===== src/rtl/field_dispatch_sched_if.sv =====
// Field-header handshake, decoder index FIFO push/full, retire and status signals
// for field_dispatch_sched.
interface field_dispatch_sched_if;
  logic       in_valid;
  logic [2:0] in_wire_type;
  logic       in_last;
  logic       in_ready;
  logic       varint_idx_full;
  logic       raw_idx_full;
  logic       varint_push;
  logic       raw_push;
  logic [9:0] tag_index;
  logic       idx_fifo_clr;
  logic       retire;
  logic [9:0] outstanding;
  logic       msg_done;
  logic       err_wire_type;
  logic       err_retire;

  modport master (
    output in_valid, in_wire_type, in_last, varint_idx_full, raw_idx_full, retire,
    input  in_ready, varint_push, raw_push, tag_index, idx_fifo_clr, outstanding, msg_done,
           err_wire_type, err_retire
  );

  modport slave (
    input  in_valid, in_wire_type, in_last, varint_idx_full, raw_idx_full, retire,
    output in_ready, varint_push, raw_push, tag_index, idx_fifo_clr, outstanding, msg_done,
           err_wire_type, err_retire
  );
endinterface


===== src/rtl/field_dispatch_sched.sv =====
// Routes parsed protobuf field headers to the varint/raw decoder index FIFOs, stamps
// sequential 10-bit tags, bounds in-flight fields and drains at message boundaries.
module field_dispatch_sched #(
  parameter int unsigned MAX_OUTSTANDING = 1023
) (
  input logic                   clk,
  input logic                   reset,
  input logic                   clear,
  field_dispatch_sched_if.slave bus
);

  localparam logic [9:0] MaxOut = MAX_OUTSTANDING[9:0];

  typedef enum logic [4:0] {
    StInit       = 5'b00001,
    StRun        = 5'b00010,
    StCreditWait = 5'b00100,
    StDrain      = 5'b01000,
    StError      = 5'b10000
  } state_e;

  state_e     state_q, state_d;
  logic [9:0] tag_cnt_q, tag_cnt_d;
  logic [9:0] outstanding_q, outstanding_d;
  logic       last_seen_q, last_seen_d;
  logic       err_wire_type_q, err_wire_type_d;
  logic       err_retire_q, err_retire_d;

  logic path_varint, path_raw, illegal, target_full, credit_ok;
  logic in_ready, msg_done, idx_fifo_clr;
  logic xfer, legal_xfer, retire_ok, retire_stray;

  always_comb begin
    path_varint = (bus.in_wire_type == 3'd0);
    path_raw    = (bus.in_wire_type == 3'd1) || (bus.in_wire_type == 3'd2) ||
                  (bus.in_wire_type == 3'd5);
    illegal     = !(path_varint || path_raw);
    target_full = path_varint ? bus.varint_idx_full :
                  path_raw    ? bus.raw_idx_full    : 1'b0;
    credit_ok   = (outstanding_q < MaxOut);
  end

  always_ff @(posedge clk or negedge reset) begin
    if (!reset) begin
      state_q         <= StInit;
      tag_cnt_q       <= '0;
      outstanding_q   <= '0;
      last_seen_q     <= 1'b0;
      err_wire_type_q <= 1'b0;
      err_retire_q    <= 1'b0;
    end else begin
      state_q         <= state_d;
      tag_cnt_q       <= tag_cnt_d;
      outstanding_q   <= outstanding_d;
      last_seen_q     <= last_seen_d;
      err_wire_type_q <= err_wire_type_d;
      err_retire_q    <= err_retire_d;
    end
  end

  // Illegal wire types are consumed (in_ready=1) so the parser never stalls on them.
  always_comb begin
    in_ready     = 1'b0;
    msg_done     = 1'b0;
    idx_fifo_clr = 1'b0;
    unique case (state_q)
      StInit:  idx_fifo_clr = 1'b1;
      StRun:   in_ready = illegal || (!target_full && credit_ok);
      StDrain: msg_done = last_seen_q && (outstanding_q == '0);
      default: ;
    endcase
  end

  always_comb begin
    state_d = state_q;
    unique case (state_q)
      StInit: state_d = StRun;
      StRun: begin
        if (bus.in_valid) begin
          if (illegal)                    state_d = StError;
          else if (!credit_ok)            state_d = StCreditWait;
          else if (in_ready && bus.in_last) state_d = StDrain;
        end
      end
      StCreditWait: if (credit_ok) state_d = StRun;
      StDrain:      if (msg_done)  state_d = StRun;
      StError:      state_d = StError;
      default:      state_d = StInit;
    endcase
    if (clear) state_d = StInit;
  end

  always_comb begin
    xfer         = bus.in_valid && in_ready;
    legal_xfer   = xfer && !illegal;
    retire_ok    = bus.retire && (state_q != StInit) && (outstanding_q != '0);
    retire_stray = bus.retire && (state_q != StInit) && (outstanding_q == '0);

    tag_cnt_d       = tag_cnt_q;
    outstanding_d   = outstanding_q;
    last_seen_d     = last_seen_q;
    err_wire_type_d = err_wire_type_q;
    err_retire_d    = err_retire_q;

    if (legal_xfer) begin
      tag_cnt_d = (tag_cnt_q == 10'd1023) ? 10'd0 : tag_cnt_q + 10'd1;
      if (bus.in_last) last_seen_d = 1'b1;
    end
    if (legal_xfer && !retire_ok)      outstanding_d = outstanding_q + 10'd1;
    else if (!legal_xfer && retire_ok) outstanding_d = outstanding_q - 10'd1;
    if (xfer && illegal) err_wire_type_d = 1'b1;
    if (retire_stray)    err_retire_d    = 1'b1;
    if (msg_done)        last_seen_d     = 1'b0;

    if (clear || (state_q == StInit)) begin
      tag_cnt_d     = '0;
      outstanding_d = '0;
      last_seen_d   = 1'b0;
    end
    if (clear) begin
      err_wire_type_d = 1'b0;
      err_retire_d    = 1'b0;
    end
  end

  assign bus.in_ready      = in_ready;
  assign bus.msg_done      = msg_done;
  assign bus.idx_fifo_clr  = idx_fifo_clr;
  assign bus.varint_push   = legal_xfer && path_varint;
  assign bus.raw_push      = legal_xfer && path_raw;
  assign bus.tag_index     = tag_cnt_q;
  assign bus.outstanding   = outstanding_q;
  assign bus.err_wire_type = err_wire_type_q;
  assign bus.err_retire    = err_retire_q;

endmodule


===== src/flat_wrapper.sv =====
// flat-port wrapper written by rule: the top's interface ports become plain ports
module field_dispatch_sched_flat 
#(
  parameter int unsigned MAX_OUTSTANDING = 1023
)
  (clk, reset, clear, bus_in_valid, bus_in_wire_type, bus_in_last, bus_varint_idx_full, bus_raw_idx_full, bus_retire, bus_in_ready, bus_varint_push, bus_raw_push, bus_tag_index, bus_idx_fifo_clr, bus_outstanding, bus_msg_done, bus_err_wire_type, bus_err_retire);
  field_dispatch_sched_if bus_i ();
  input logic clk;
  input logic reset;
  input logic clear;
  input wire logic [$bits(bus_i.in_valid)-1:0] bus_in_valid;
  input wire logic [$bits(bus_i.in_wire_type)-1:0] bus_in_wire_type;
  input wire logic [$bits(bus_i.in_last)-1:0] bus_in_last;
  input wire logic [$bits(bus_i.varint_idx_full)-1:0] bus_varint_idx_full;
  input wire logic [$bits(bus_i.raw_idx_full)-1:0] bus_raw_idx_full;
  input wire logic [$bits(bus_i.retire)-1:0] bus_retire;
  output wire logic [$bits(bus_i.in_ready)-1:0] bus_in_ready;
  output wire logic [$bits(bus_i.varint_push)-1:0] bus_varint_push;
  output wire logic [$bits(bus_i.raw_push)-1:0] bus_raw_push;
  output wire logic [$bits(bus_i.tag_index)-1:0] bus_tag_index;
  output wire logic [$bits(bus_i.idx_fifo_clr)-1:0] bus_idx_fifo_clr;
  output wire logic [$bits(bus_i.outstanding)-1:0] bus_outstanding;
  output wire logic [$bits(bus_i.msg_done)-1:0] bus_msg_done;
  output wire logic [$bits(bus_i.err_wire_type)-1:0] bus_err_wire_type;
  output wire logic [$bits(bus_i.err_retire)-1:0] bus_err_retire;
  assign bus_i.in_valid = bus_in_valid;
  assign bus_i.in_wire_type = bus_in_wire_type;
  assign bus_i.in_last = bus_in_last;
  assign bus_i.varint_idx_full = bus_varint_idx_full;
  assign bus_i.raw_idx_full = bus_raw_idx_full;
  assign bus_i.retire = bus_retire;
  assign bus_in_ready = bus_i.in_ready;
  assign bus_varint_push = bus_i.varint_push;
  assign bus_raw_push = bus_i.raw_push;
  assign bus_tag_index = bus_i.tag_index;
  assign bus_idx_fifo_clr = bus_i.idx_fifo_clr;
  assign bus_outstanding = bus_i.outstanding;
  assign bus_msg_done = bus_i.msg_done;
  assign bus_err_wire_type = bus_i.err_wire_type;
  assign bus_err_retire = bus_i.err_retire;
  field_dispatch_sched #(.MAX_OUTSTANDING(MAX_OUTSTANDING)) u_core (.clk(clk), .reset(reset), .clear(clear), .bus(bus_i));
endmodule

===== config.mk =====
export PLATFORM = sky130hd
export DESIGN_NAME = field_dispatch_sched_flat
export DESIGN_NICKNAME = d
export VERILOG_FILES = /design/src/rtl/field_dispatch_sched_if.sv /design/src/rtl/field_dispatch_sched.sv /design/src/flat_wrapper.sv
export SDC_FILE = /design/constraint.sdc
export NUM_CORES = 1
export LEC_CHECK = 0
export BUFFER_PORTS_ARGS = -buffer_cell sky130_fd_sc_hd__buf_4
export CAP_MARGIN = 20
export CORE_ASPECT_RATIO = 1.5
export CORE_MARGIN = 2
export CORE_UTILIZATION = 61
export CTS_BUF_LIST = sky130_fd_sc_hd__clkbuf_4
export DETAILED_ROUTE_END_ITERATION = 8
export PLACE_DENSITY = 0.95
export SYNTH_ARGS = -nofsm -noshare
export SYNTH_HDL_FRONTEND = slang
export SYNTH_SLANG_ARGS = --single-unit
export TNS_END_PERCENT = 30

===== constraint.sdc =====
create_clock -name clk -period 6.7 [get_ports clk]
set_input_delay 1.34 -clock clk [delete_from_list [all_inputs] [get_ports clk]]
set_output_delay 1.34 -clock clk [all_outputs]
set_load 0.005 [all_outputs]

==> results.toml, run 1 <==
[floorplanning]
die_h_um = 72.0
ioPinCount = 38
die_w_um = 49.4
coreArea_mm2 = 0.00291
floorplan.rows = 24
start_util_pct = 64.6
fp.dieArea_mm2 = 0.00355

[final_layout]
fill_cells = 213
seqCellArea_um2 = 702
net_count_reported_at_finish = 268
drive_gt1_share_pct = 21.1
syn_to_final_growth_pct = 19.5
multi_input_comb_area_mm2 = 0.00114
layout.core_utilization_pct = 77.2
num_antenna_cells = 0

[routing]
drt_pre_antenna_iters = 4
drc = 0
routed_wl_um = 4330
initialDrtViolationCount = 49
avgViaCountPerCell = 6.23
final_antenna_net_count = 0
vias = 1775
route.detailed.wl_per_inst_um = 15.2

[worst_setup_path]
critical_path.reg2reg.endpoint = "u_core.bus.outstanding[9]$_DFFE_PN0P_"
worst_ep_required_time_ns = 5.36
setup_slack_of_the_most_critical_reg_to_reg_path_ns = 3.25
r2r_start = "u_core.bus.outstanding[0]$_DFFE_PN0P_"
path_class = "primary input to primary output"
cp-end-kind = "primary output"
cp_max_fo = 15
worst_r2r_path_depth = 11
worstSetupStartpointType = "primary input"
crit_arrival_ns = 2.66

[sta]
timing_worst_slew_pin_value_ns = 0.789
report.final.slew_viol_count = 0
report.final.setup_viol = 0
grt_setup_unrepaired = "false"
slew_headroom_pct = 47.0
fin_crit_ns = 4.00
skew_ns = 0.0160
timing.fmax_mhz = 250
setup-tns-final_ns = 0
fin_crit_sh_pct = 59.7
timing.final.hold_violations = 0

[cts]
clk_path_buf_depth = 2
tritoncts = "built"
post_cts_resized = 0
cts_htree_levels = 1
clk_latency_ns = 0.33
reg_clk_slew_reported_paths_ns = 0.14
clock_sinks = 28
post_cts.repair.setup_buffers = 0
cts_made_buffers = 3
postCtsHoldBufs = 0
clk_root_buffer_cell = "clkbuf_4"

[flow_run]
drv.max_cap_violation_count = 0

[synth]
synth.avg_cell_area_um2 = 9.05
number_of_flops_mapped_to_enable_cells_by_yosys = 0
synth_nets = 229
post_synthesis_sequential_area_ratio_pct = 37.3
postSynthRegisterBits = 28
yosys_warns = 0
most_repeated_cell_in_the_gate_level_netlist_after_synthesis = "nor2_1"
post-synth-top-area-fraction_pct = 35.9
synthCells = 208
synth.area.top_cells = "dfrtp_1 (36%), ha_1 (6.0%), nor2_1 (5.6%)"
post_synth_instance_area_mm2 = 0.00188
yosys-top-cells-count = "nor2_1 (28), dfrtp_1 (27), nand2_1 (13), o21ai_0 (13)"
synthDominantAreaCellType = "dfrtp_1"
synth_top_flop_cell = "dfrtp_1"
ys_types = 49
asyncSetResetFlopFracSynth_pct = 100

[global_routing]
grt_overflow = 0
first_global_vias = 1739
track_usage_pct = 26.4
grt_first_pass_wirelength_um = 7520
pin_count_of_the_biggest_net_entering_global_routing = 29
number_of_antenna_violations_at_the_first_check_in_global_routing = 0

[pwr]
seq_power_share_pct = 42.6
power.combinational.fraction_pct = 33.2
power.density_cell_area_mw_per_mm2 = 203
standby_leakage_power_nw = 1.07
clkPwrFrac_pct = 24.3
p_int_w = 0.000309
switching_share_pct = 32.2
vdd.ir_drop.worst_mv = 0.146
switchingPower_w = 0.000147

[hold_path]
hold_class = "flip-flop to flip-flop"
hold_path.startpoint = "u_core.bus.err_retire$_DFFE_PN0P_"
worstHoldPathCells = 2
min_delay_worst_endpoint = "u_core.bus.err_retire$_DFFE_PN0P_"

[outcome]
status = "finished, final reports clean"

[placed_design]
dp.final_hpwl_um = 3290
gp_routability_congestion = 0.825
port-buffer-count = 37
==> metal layers <==
layer / track usage (%) / share of wire (%) / vias up
met2: 49.2 / 54 / 39
met1: 31.1 / 41 / 876
li1: - / - / 856
met3: 1.85 / 3.3 / 4
met5: 0 / 0 / -
met4: 10.5 / 1.1 / 0
==> kinds of logic after synthesis <==
group                      count (synthesis)  synth area share [%]
muxes                                      4                  2.33
and+or+nand+nor                           83                  23.2
xor gates and xnor gates                  12                  5.59
AOI/OAI and AO/OA                         61                  22.3
buffers and inverters                     10                  2.19
adders and majority gates                 10                  7.05
DFF                                       28                  37.3
==> placed cells by master, fill, tap and decap left out, types with 2 or more instances in the layout <==
master	synthesis	layout
nor4_1	4	4
a41o_1	2	2
nand4_1	5	5
or3_1	2	2
o21a_1	2	2
xor2_1	8	8
o211ai_1	3	3
clkbuf_4	0	3
a21o_1	5	5
nand2_1	13	13
ha_1	9	9
a22o_1	8	8
inv_1	6	6
a211oi_1	3	3
mux2_2	3	3
nand3_1	12	12
o21bai_1	2	2
nor2b_1	2	2
nor2_1	28	28
nor3_1	4	4
o21ai_0	13	13
buf_4	1	38
and2_1	2	2
dfrtp_1	27	27
a31oi_1	2	2
o31ai_1	2	2
a21oi_1	12	12
xnor2_1	4	4
==> state kept, by name (all words and copies together) (netlist names) <==
register,count
u_core.bus.outstanding,10
u_core.bus.tag_index,10
u_core.state_q,5
u_core.bus.err_retire,1
u_core.bus.err_wire_type,1
u_core.last_seen_q,1
==> through the flow <==
| step | std cells | hold slack (ns) | cell area, um2 | setup WS, ns | total power, W |
|---|---|---|---|---|---|
| 2_1_floorplan | 208 | 0.486 | 1880 | 2.32 | 0.000302 |
| 3_3_place_gp | 281 | 0.483 | 2200 | 2.50 | 0.000343 |
| 3_5_place_dp | 281 | 0.497 | 2200 | 2.44 | 0.000347 |
| 4_1_cts | 285 | 0.530 | 2250 | 2.70 | 0.000457 |
| 5_1_grt | 285 | 0.559 | 2250 | 2.56 | 0.000484 |
| 6_report | 285 | 0.525 | 2250 | 2.70 | 0.000456 |
==> final cells by class <==
class	instances	area share (%)
sequential	28	31.2
inverter	6	1.00
clock buffer	3	1.00
timing repair buffer	38	12.7
clock inverter	1	1.33
multi-input combinational	170	50.6
tap	39	2.17
==> critical path, cell delays in order <==
cell    delay (ns)
buf_4         0.10
mux2_2        0.40
nor4_4        0.31
buf_4         0.25
o21a_1        0.15
buf_4         0.10
==> worst max path at each step <==
stage	cells after the start	end	from
after floorplan	11	u_core.bus.outstanding[8]$_DFFE_PN0P_	bus_in_wire_type[0]
after global placement	11	u_core.bus.outstanding[8]$_DFFE_PN0P_	bus_in_wire_type[0]
after detailed placement	11	u_core.bus.outstanding[9]$_DFFE_PN0P_	bus_in_wire_type[0]
after CTS	6	bus_raw_push	bus_in_wire_type[0]
after global routing	11	u_core.bus.outstanding[9]$_DFFE_PN0P_	bus_in_wire_type[0]
final	6	bus_raw_push	bus_in_wire_type[0]
==> power groups by stage <==
stage | sequential [W] | combinational, W | clock (W)
after detailed placement | 0.000197 | 0.000150 | 0
after global placement | 0.000196 | 0.000146 | 0
after CTS | 0.000194 | 0.000151 | 0.000112
final | 0.000194 | 0.000151 | 0.000111
after global routing | 0.000196 | 0.000170 | 0.000118
after floorplan | 0.000194 | 0.000107 | 0
Power figures use the tool's default switching activity.
==> run 2: changes to the inputs <==
CORE_UTILIZATION = 51   (was 61)
PLACE_DENSITY = 0.88   (was 0.95)
clock period = 3.2 ns   (was 6.7 ns; I/O delays follow)
==> results.toml, run 2 (same netlist as run 1, synthesis figures left out) <==
[outcome]
status = "finished, final reports clean"

[global_routing]
grt_overflow = 0
number_of_antenna_violations_at_the_first_check_in_global_routing = 0
pin_count_of_the_biggest_net_entering_global_routing = 29
track_usage_pct = 23.1
grt_first_pass_wirelength_um = 7470
first_global_vias = 1758

[floorplanning]
ioPinCount = 38
fp.dieArea_mm2 = 0.00420
start_util_pct = 52.1
die_w_um = 53.6
floorplan.rows = 27
coreArea_mm2 = 0.00361
die_h_um = 78.4

[final_layout]
seqCellArea_um2 = 702
final_cell_mix = "buf_4 (50), nor2_1 (28), dfrtp_1 (27)"
most_common_library_cell_in_the_layout_ignoring_fill_and_taps = "buf_4"
net_count_reported_at_finish = 280
multi_input_comb_area_mm2 = 0.00118
drive_gt1_share_pct = 27.1
fill_cells = 289
post_route_cell_area_mm2 = 0.00239
syn_to_final_growth_pct = 26.9
num_antenna_cells = 0

[cts]
cts_htree_levels = 1
cts_made_buffers = 3
reg_clk_slew_reported_paths_ns = 0.16
clock_sinks = 28
clk_path_buf_depth = 2
clk_root_buffer_cell = "clkbuf_4"
post_cts.repair.setup_buffers = 0
tritoncts = "built"
clk_latency_ns = 0.33

[sta]
skew_ns = 0.00650
slew_headroom_pct = 63.4
timing.final.hold_violations = 0
report.final.slew_viol_count = 0
timing.fmax_mhz = 332
setup-tns-final_ns = 0
fin_crit_sh_pct = 94.3
setup_ws_final_ns = 0.184
fin_crit_ns = 3.02
report.final.setup_viol = 0
timing_worst_slew_pin_value_ns = 0.547

[routing]
wl_met3_um = 129
initialDrtViolationCount = 46
vias = 1798
route.detailed.wl_per_inst_um = 14.6
drc = 0
avgViaCountPerCell = 5.97
met2WireLength_um = 2420
final_antenna_net_count = 0
routed_wl_um = 4390
drt_pre_antenna_iters = 4
m1WireLength_um = 1760
top_layer = "met4"

[pwr]
seq_power_share_pct = 40.9
standby_leakage_power_nw = 1.14
switchingPower_w = 0.000322
clkPwrFrac_pct = 23.7
p_int_w = 0.000666
power.combinational.fraction_pct = 35.4
vdd.ir_drop.worst_mv = 0.307
power_w = 0.000988
switching_share_pct = 32.6
power.density_cell_area_mw_per_mm2 = 414

[worst_setup_path]
crit_arrival_ns = 3.29
path_class = "primary input to flip-flop"
worst_ep_required_time_ns = 3.47
cp-end-kind = "flip-flop"
cp_max_fo = 8
worstSetupStartpointType = "primary input"

[placed_design]
port-buffer-count = 37
gp_routability_congestion = 0.854
worst_slack_at_placement_ns = -0.0320
dp.final_hpwl_um = 3340
post_placement_cell_area_mm2 = 0.00232

[hold_path]
hold_class = "primary input to asynchronous set/reset pin"

[flow_run]
drv.max_cap_violation_count = 0
==> run 2: cell type report <==
class	count	area share [%]
tap	43	2.25
sequential	28	29.4
clock inverter	1	1.26
multi-input combinational	170	49.5
inverter	6	0.943
timing repair buffer	50	15.7
clock buffer	3	0.943
==> run 2: power groups by stage <==
| stage | clock network, W | logic, W | registers (W) |
|---|---|---|---|
| 6_report | 0.000235 | 0.000350 | 0.000404 |
| 5_1_grt | 0.000247 | 0.000393 | 0.000407 |
| 4_1_cts | 0.000239 | 0.000347 | 0.000403 |
| 3_5_place_dp | 0 | 0.000345 | 0.000410 |
| 3_3_place_gp | 0 | 0.000337 | 0.000409 |
| 2_1_floorplan | 0 | 0.000233 | 0.000407 |
==> run 2: per-layer routing <==
metal  track usage (%)  vias up
met2              41.7       38
met1              27.3      874
met4              8.46        0
met3              1.71        6
met5                 0        -
li1                  -      880
==> run 2: worst paths after layout <==
check / start / end / slack [ns] / cells past startpoint
setup reg to reg: u_core.bus.outstanding[9]$_DFFE_PN0P_ / u_core.bus.outstanding[9]$_DFFE_PN0P_ / 0.20 / 11
max in group asynchronous: reset / u_core.state_q[0]$_DFFE_PN1P_ / 2.70 / 1
hold reg to reg: u_core.bus.err_wire_type$_DFFE_PN0P_ / u_core.bus.err_wire_type$_DFFE_PN0P_ / 0.52 / 2
hold / removal: reset / u_core.bus.tag_index[4]$_DFFE_PN0P_ / 0.19 / 1
setup / recovery: bus_in_wire_type[1] / u_core.bus.outstanding[9]$_DFFE_PN0P_ / 0.18 / 13
min in group clk: clear / u_core.bus.err_retire$_DFFE_PN0P_ / 0.52 / 2
==> run 2: critical path, cell delays in order <==
cell,delay (ns)
buf_4,0.11
mux2i_1,0.19
o32ai_1,0.09
buf_4,0.15
nor4_4,0.41
nand2_8,0.12
ha_1,0.32
a211oi_2,0.22
o211ai_1,0.14
a41o_1,0.27
or3_1,0.33
a21o_1,0.17
a21oi_1,0.13
==> run 2: what timing repair did <==
action                                  CTS  global route
endpoints found under the setup margin    0             2
hold buffers                              0             0
resized for setup                         0             2
==> run 2: per-stage QoR <==
stage | cells | utilization [%] | hold slack (ns)
after detailed placement | 297 | 64.3 | 0.490
after global routing | 301 | 66.1 | 0.213
after floorplan | 208 | - | 0.344
after CTS | 301 | 65.8 | 0.197
after global placement | 297 | 64.3 | 0.480
final | 301 | 66.1 | 0.188
